--- config.mk ---
export PLATFORM = sky130hd
export DESIGN_NAME = mc_control_fsm
export DESIGN_NICKNAME = d
export VERILOG_FILES = /design/src/rtl/mc_control_fsm.sv
export SDC_FILE = /design/constraint.sdc
export NUM_CORES = 1
export LEC_CHECK = 0
export BUFFER_PORTS_ARGS = -buffer_cell sky130_fd_sc_hd__buf_2
export CORE_MARGIN = 2
export CORE_UTILIZATION = 50
export CTS_BUF_LIST = sky130_fd_sc_hd__clkbuf_16
export DETAILED_ROUTE_END_ITERATION = 16
export GPL_TIMING_DRIVEN = 0
export PLACE_DENSITY = 0.77
export SYNTH_ARGS = -nofsm -noshare
export SYNTH_HDL_FRONTEND = slang
export SYNTH_SLANG_ARGS = --single-unit
--- constraint.sdc ---
create_clock -name clk -period 2.5 [get_ports clk]
set_clock_uncertainty 0.2 [all_clocks]
set_input_delay 0.25 -clock clk [delete_from_list [all_inputs] [get_ports clk]]
set_output_delay 0.25 -clock clk [all_outputs]
set_load 0.05 [all_outputs]
--- src/rtl/mc_control_fsm.sv ---
// mc_control_fsm: multicycle MIPS main control FSM with retired-instruction counter and illegal-opcode trap
module mc_control_fsm #(
    parameter int STATE_W         = 4,
    parameter int CNT_W           = 32,
    parameter int TRAP_ON_ILLEGAL = 1
) (
    input  logic               clk,
    input  logic               rst_n,
    input  logic               run,
    input  logic [5:0]         opcode,
    input  logic               zero,
    output logic               mem_re,
    output logic               mem_we,
    output logic               iord,
    output logic               ir_write,
    output logic               pc_write,
    output logic [1:0]         pc_src,
    output logic               alu_src_a,
    output logic [1:0]         alu_src_b,
    output logic [1:0]         alu_op,
    output logic               reg_write,
    output logic               reg_dst,
    output logic               mem_to_reg,
    output logic               illegal_op,
    output logic               halted,
    output logic [STATE_W-1:0] state_o,
    output logic [CNT_W-1:0]   instr_count
);
    localparam logic [STATE_W-1:0] S_FETCH  = STATE_W'(0);
    localparam logic [STATE_W-1:0] S_DECODE = STATE_W'(1);
    localparam logic [STATE_W-1:0] S_MEMADR = STATE_W'(2);
    localparam logic [STATE_W-1:0] S_MEMRD  = STATE_W'(3);
    localparam logic [STATE_W-1:0] S_MEMWB  = STATE_W'(4);
    localparam logic [STATE_W-1:0] S_MEMWR  = STATE_W'(5);
    localparam logic [STATE_W-1:0] S_EXEC   = STATE_W'(6);
    localparam logic [STATE_W-1:0] S_ALUWB  = STATE_W'(7);
    localparam logic [STATE_W-1:0] S_BRANCH = STATE_W'(8);
    localparam logic [STATE_W-1:0] S_ADDIEX = STATE_W'(9);
    localparam logic [STATE_W-1:0] S_ADDIWB = STATE_W'(10);
    localparam logic [STATE_W-1:0] S_JUMP   = STATE_W'(11);
    localparam logic [STATE_W-1:0] S_HALT   = STATE_W'(12);

    localparam logic [5:0] OP_R    = 6'h00;
    localparam logic [5:0] OP_J    = 6'h02;
    localparam logic [5:0] OP_BEQ  = 6'h04;
    localparam logic [5:0] OP_ADDI = 6'h08;
    localparam logic [5:0] OP_LW   = 6'h23;
    localparam logic [5:0] OP_SW   = 6'h2B;

    logic [STATE_W-1:0] r_state;
    logic [STATE_W-1:0] w_next;
    logic               r_live;
    logic [CNT_W-1:0]   r_count;
    logic               w_illegal;
    logic               w_retire;
    logic               w_pc_wr_uncond;
    logic               w_branch;

    assign w_illegal = !(opcode == OP_LW || opcode == OP_SW || opcode == OP_R ||
                         opcode == OP_BEQ || opcode == OP_ADDI || opcode == OP_J);
    assign w_retire  = r_state == S_MEMWB || r_state == S_MEMWR || r_state == S_ALUWB ||
                       r_state == S_BRANCH || r_state == S_ADDIWB || r_state == S_JUMP;
    assign pc_write    = w_pc_wr_uncond | (w_branch & zero);
    assign state_o     = r_state;
    assign instr_count = r_count;

    // State register; r_live holds the FSM idle in FETCH for the first clock after reset release
    always_ff @(posedge clk or negedge rst_n) begin
        if (!rst_n) begin
            r_state <= S_FETCH;
            r_live  <= 1'b0;
        end else begin
            r_live  <= 1'b1;
            r_state <= r_live ? w_next : S_FETCH;
        end
    end

    // Retired-instruction counter, bumped on every completing state (all of which return to FETCH)
    always_ff @(posedge clk or negedge rst_n) begin
        if (!rst_n)
            r_count <= '0;
        else if (r_live && w_retire)
            r_count <= r_count + CNT_W'(1);
    end

    // Next-state decode
    always_comb begin
        w_next = r_state;
        case (r_state)
            S_FETCH:  w_next = run ? S_DECODE : S_FETCH;
            S_DECODE: begin
                case (opcode)
                    OP_LW, OP_SW: w_next = S_MEMADR;
                    OP_R:         w_next = S_EXEC;
                    OP_BEQ:       w_next = S_BRANCH;
                    OP_ADDI:      w_next = S_ADDIEX;
                    OP_J:         w_next = S_JUMP;
                    default:      w_next = (TRAP_ON_ILLEGAL != 0) ? S_HALT : S_FETCH;
                endcase
            end
            S_MEMADR: w_next = (opcode == OP_SW) ? S_MEMWR : S_MEMRD;
            S_MEMRD:  w_next = S_MEMWB;
            S_EXEC:   w_next = S_ALUWB;
            S_ADDIEX: w_next = S_ADDIWB;
            S_HALT:   w_next = S_HALT;
            default:  w_next = S_FETCH;
        endcase
    end

    // Moore output decode, everything held at zero until the FSM is live after reset
    always_comb begin
        mem_re         = 1'b0;
        mem_we         = 1'b0;
        iord           = 1'b0;
        ir_write       = 1'b0;
        pc_src         = 2'b00;
        alu_src_a      = 1'b0;
        alu_src_b      = 2'b00;
        alu_op         = 2'b00;
        reg_write      = 1'b0;
        reg_dst        = 1'b0;
        mem_to_reg     = 1'b0;
        illegal_op     = 1'b0;
        halted         = 1'b0;
        w_pc_wr_uncond = 1'b0;
        w_branch       = 1'b0;
        if (r_live) begin
            case (r_state)
                S_FETCH: begin
                    mem_re         = run;
                    ir_write       = run;
                    w_pc_wr_uncond = run;
                    alu_src_b      = run ? 2'b01 : 2'b00;
                end
                S_DECODE: begin
                    alu_src_b  = 2'b11;
                    illegal_op = w_illegal;
                end
                S_MEMADR, S_ADDIEX: begin
                    alu_src_a = 1'b1;
                    alu_src_b = 2'b10;
                end
                S_MEMRD: begin
                    mem_re = 1'b1;
                    iord   = 1'b1;
                end
                S_MEMWB: begin
                    reg_write  = 1'b1;
                    mem_to_reg = 1'b1;
                end
                S_MEMWR: begin
                    mem_we = 1'b1;
                    iord   = 1'b1;
                end
                S_EXEC: begin
                    alu_src_a = 1'b1;
                    alu_op    = 2'b10;
                end
                S_ALUWB: begin
                    reg_write = 1'b1;
                    reg_dst   = 1'b1;
                end
                S_BRANCH: begin
                    alu_src_a = 1'b1;
                    alu_op    = 2'b01;
                    w_branch  = 1'b1;
                    pc_src    = 2'b01;
                end
                S_ADDIWB: reg_write = 1'b1;
                S_JUMP: begin
                    w_pc_wr_uncond = 1'b1;
                    pc_src         = 2'b10;
                end
                S_HALT:  halted = 1'b1;
                default: ;
            endcase
        end
    end
endmodule
# Word level (Yosys, flattened, before mapping)
# Cells that the tools add are included.
[classes]
n_addsub = 1
eq_ne = 17
n_mux = 36
n_bitwise = 2
reduce_logical = 19
[ops]
columns = ["cell", "n"]
rows = [
  ["32-bit by 1-bit adder with 32-bit output (second input constant)", 1],
  ["4-bit one-hot mux with 7 select lines", 1],
  ["1-bit 2-to-1 mux", 24],
  ["4-bit equality test (second input constant)", 5],
  ["4-bit one-hot mux with 5 select lines", 1],
  ["4-bit by 3-bit equality test with 1-bit output (second input constant)", 4],
  ["6-bit equality test (second input constant)", 2],
  ["1-bit logical OR", 10],
  ["4-bit by 2-bit equality test with 1-bit output (second input constant)", 2],
  ["2-bit one-hot mux with 2 select lines", 2],
  ["6-bit by 2-bit equality test with 1-bit output (second input constant)", 1],
  ["6-bit by 3-bit equality test with 1-bit output (second input constant)", 1],
  ["6-bit by 4-bit equality test with 1-bit output (second input constant)", 1],
  ["6-bit zero test", 1],
  ["2-bit 2-to-1 mux", 3],
  ["2-bit one-hot mux with 3 select lines", 1],
  ["2-bit OR reduction", 3],
  ["4-bit by 1-bit equality test with 1-bit output (second input constant)", 1],
  ["4-bit zero test", 1],
  ["4-bit 2-to-1 mux", 1],
  ["1-bit one-hot mux with 2 select lines", 2],
  ["4-bit OR reduction", 1],
  ["3-bit 2-to-1 mux", 1],
  ["3-bit OR reduction", 1],
  ["4 further kinds", 4],
]
[word_totals]
ff_bits = 37
inputBits = 10
output_inout_bits = 53
wordCells = 78

# Depth between registers and ports, before layout
[logic_depth]
ltp_word = 9
depth_mapped = 7
depth_no_buf = 5

# Worst setup path before layout
# Ideal clock, no wire load.
[synth_timing]
path_type = "reg-to-output"
start = "reg r_state[0] (netlist: state_o[0])"
end = "out alu_src_b[0]"
arrival_ns = 2.530
required_ns = 2.050
slack_ns = -0.480
stages_incl_launch_ff = 4
path_buffers = 1
path_cell_list = "dfrtp_1 -> clkbuf_1 -> nor2_1 -> nor4_1"
[synth_via]
elab_chain_len = 4
elab_cells_between_ends = 7
classes_between = "eq/ne: 3; mux: 2; reduce/logical: 2"
[synth_rtl]
columns = ["element", "line", "rtl"]
rows = [
  ["start: declaration", "50", "logic [STATE_W-1:0] r_state;"],
  ["start signal: assignment", "74", "r_state <= r_live ? w_next : S_FETCH;"],
  ["4-bit equality test / 4-bit by 2-bit equality test with 1-bit output (equally long branches)", "128", "case (r_state)"],
  ["2-bit OR reduction", "128", ""],
  ["2-bit one-hot mux with 3 select lines (*)", "128", ""],
  ["2-bit 2-to-1 mux (*)", "127", "if (r_live) begin"],
  ["end: declaration", "19", "output logic [1:0] alu_src_b,"],
]
# Mark *: on every way between the ends. The rest lies on a longest branch, timed or not.

# Worst setup path after layout
[layout_timing]
start = "reg r_state[1] (netlist: state_o[1])"
end = "out pc_write"
[layout_via]
elab_chain_len = 5
elab_cells_between_ends = 9
classes_between = "eq/ne: 2; mux: 4; bitwise: 2; reduce/logical: 1"
[layout_rtl]
columns = ["element", "line", "rtl"]
rows = [
  ["4-bit equality test", "128", ""],
  ["1-bit 2-to-1 mux", "128", ""],
  ["1-bit 2-to-1 mux", "127", ""],
  ["1-bit bitwise AND", "63", "assign pc_write = w_pc_wr_uncond | (w_branch & zero);"],
  ["1-bit bitwise OR (*)", "63", ""],
  ["end: declaration", "16", "output logic pc_write,"],
]
# Marked as above.

==> impl_metrics.toml <==
[outcome]
status = "complete, no violations"

[flow_run]
cap_viol_max_count = 0

[clock_network]
post_cts_buffers = 0
numCtsBuffers = 5
clkSinkCount = 37
worstSkewPairLatency_ps = 280
path_clk_slew_ps = 60
cts_hold_buf = 1
clockRootBuffer = "clkbuf_16"
cts_tree = "done"
cts-htree-levels = 2
cts.repair.resized = 0
cts_buffer_depth = 2

[synth]
synth_seq_cells = 37
synthMuxAreaShare = 0.00536
syn-num-nets = 231
syn_area_um2 = 2100
synthFlopType = "dfrtp_1"
yosysSeqAreaShare = 0.441
synth_xor_area_frac = 0.138
synth_cells = 220
synth_simple_gate_area_frac = 0.291
synth.avg_cell_area_um2 = 9.55
synth_compound_area_frac = 0.0822
synth_edf_count = 0
synth_fa_ha_area_frac = 0.0107
ys_warn_count = 0
synth_top_family_by_area = "simple AND/OR/NAND/NOR gates"
async_flop_share = 1.00
synth.distinct_cells = 45

[floorplanning]
boundaryPins = 63
start_util = 0.521
fp-row-count = 23
die_h_um = 68.8
dieArea_um2 = 4740
die_w_um = 68.8
coreArea_um2 = 4030

[route]
drc = 0
post_drt_wl_per_cell_um = 14.4
routed_wl_mm = 4.91
detail-route-antenna-nets = 0
via_per_inst = 5.58
routed-via-count = 1904
drt-initial-drc-count = 126
drt-pass1-iter-count = 4

[finish]
drive_gt1_frac = 0.289
antenna_cells = 0
finalNetCount = 301
layoutNonFillerInstCount = 341
area_growth_pct = 27.2

[timing]
hold_violations = 0
rsz0062_at_grt = "false"
period_share = 0.943
setup_tns_ps = 0
slew_viol_final = 0
worstMarginPinSlew_ps = 801
setup_viol = 0
fmax_ghz = 0.424
post-route-min-period_ps = 2360
relSlewSlack = 0.466

[global_routing]
grt_usage = 0.223
grt_pass1_wl_mm = 7.89
grt_max_degree = 38
grt_pass1_vias = 1717
antenna_found_initial = 0
grt_overflow = 0

[power]
leakage_nw = 1.41
p_per_area_nw_per_um2 = 652
max-vdd-ir-drop_mv = 0.449

[setup_path]
cp.required_ps = 2050
end_kind = "primary output"
path_class = "reg -> out"
crit_path_start_kind = "register"
arrival_ps = 1910
rrSetupSlack_ps = 300
reg2reg_from = "state_o[3]"
crit_fanout = 9
ff2ff_path_depth = 6
reg2reg_to = "instr_count[14]"

[placement]
hpwlAfterDp_mm = 3.49
dp_cells = 332
portBuffers = 62
gp_congestion = 0.877

[worst_hold_path]
hp-class = "in -> reg"
hold_depth = 3
hold_end = "state_o[2]"
hp-start = "opcode[4]"
## cell usage after synthesis (2+ instances only)
library cell	n	share of area
inv_1	3	0.0054
nand2b_1	8	0.024
nand3_1	15	0.036
a21oi_1	5	0.012
o21ai_0	3	0.0071
nand2_1	17	0.030
dfrtp_1	37	0.44
buf_4	3	0.011
nor3_1	7	0.017
a31oi_1	2	0.0060
nand4_1	5	0.015
nand3b_1	2	0.0071
o31ai_1	3	0.011
o211a_1	2	0.0095
and4_1	4	0.017
clkbuf_1	5	0.0089
nor2b_1	6	0.018
nor3b_1	3	0.011
and3_1	6	0.018
nor2_1	25	0.045
nor4_1	4	0.012
xnor2_1	16	0.067
xor2_1	17	0.071
## critical path, cell delays in order (launching register included)
cell	delay, ps
dfrtp_1	460
nand2b_1	350
nor2_1	240
and3_1	200
o21bai_1	100
buf_2	270
## area by class of cell
type	count	area, um^2
Clock buffer	5	125
Timing Repair Buffer	63	320
Fill cell	346	1360
Inverter	3	11.3
Multi-Input combinational cell	171	1140
Buffer	9	52.6
Sequential cell	37	926
Tap cell	50	62.6
Clock inverter	3	37.5
## state kept, by name (all words and copies together), names as in the netlist
signal and cells:
instr_count 32, r_live 1, state_o 4
## metrics by stage
stage	total power, W	worst slack, ps	utilization	hold WS [ps]	area [um^2]
global placement	0.00105	293	0.620	181	2500
finish	0.00174	143	0.663	140	2670
floorplan	0.000954	-21.3	-	-246	2130
detailed placement	0.00106	298	0.620	183	2500
global route	0.00182	53.8	0.663	166	2670
CTS	0.00176	179	0.663	132	2670
## layout by cell type (no fill, tap or decap), types with 2 or more instances in the layout
cell type  netlist  final
nor3_2           1      5
nor4_2           1      2
o31ai_1          3      3
nand2b_1         8      8
o211a_1          2      2
nor2_1          25     25
buf_2            0     62
clkbuf_1         5      5
and4_1           4      4
clkbuf_16        0      5
a21oi_1          5      5
nor2b_1          6      6
nand3b_1         2      2
and3_1           6      6
nand4_1          5      5
xnor2_1         16     16
dfrtp_1         37     37
nand3_1         15     15
o21ai_0          3      3
xor2_1          17     17
nand2_1         17     17
a31oi_1          2      2
inv_1            3      4
nor3_1           7      3
buf_4            3      3
nor3b_1          3      3
nor4_1           4      3
## power breakdown
| group | internal [W] | total (W) | switching [W] | leakage, nW |
|---|---|---|---|---|
| registers | 0.000634 | 0.000679 | 0.0000455 | 0.508 |
| logic | 0.000100 | 0.000372 | 0.000272 | 0.817 |
| clock network | 0.000463 | 0.000690 | 0.000227 | 0.0826 |
| total | 0.00120 | 0.00174 | 0.000544 | 1.41 |
## worst max-delay path by stage
stage / slack, ps / depth (start not counted) / to / from
6_report: 140 / 5 / pc_write / state_o[1]
3_5_place_dp: 300 / 6 / instr_count[28] / state_o[3]
5_1_grt: 50 / 5 / pc_write / state_o[1]
2_1_floorplan: -20 / 4 / pc_write / state_o[1]
4_1_cts: 180 / 5 / pc_write / state_o[1]
3_3_place_gp: 290 / 6 / instr_count[28] / state_o[3]
## logic make-up (layout without fill, tap and decap cells)
group | after synthesis | in the layout
AO/OA/AOI/OAI | 24 | 24
XOR/XNOR | 33 | 33
flip-flops | 37 | 37
AND/OR/NAND/NOR | 110 | 110
adder cells (fa/ha/maj) | 2 | 2
buffers and inverters | 12 | 83
other | 1 | 1
multiplexers | 1 | 1
## metal layers
metal / vias to the layer above / global-route usage / part of all wire
met2: 54 / 0.358 / 0.49
met5: - / 0 / 0
met4: 0 / 0.0662 / 0.0098
met3: 4 / 0.0649 / 0.057
met1: 934 / 0.291 / 0.44
li1: 912 / - / -
Power figures use the tool's default switching activity.
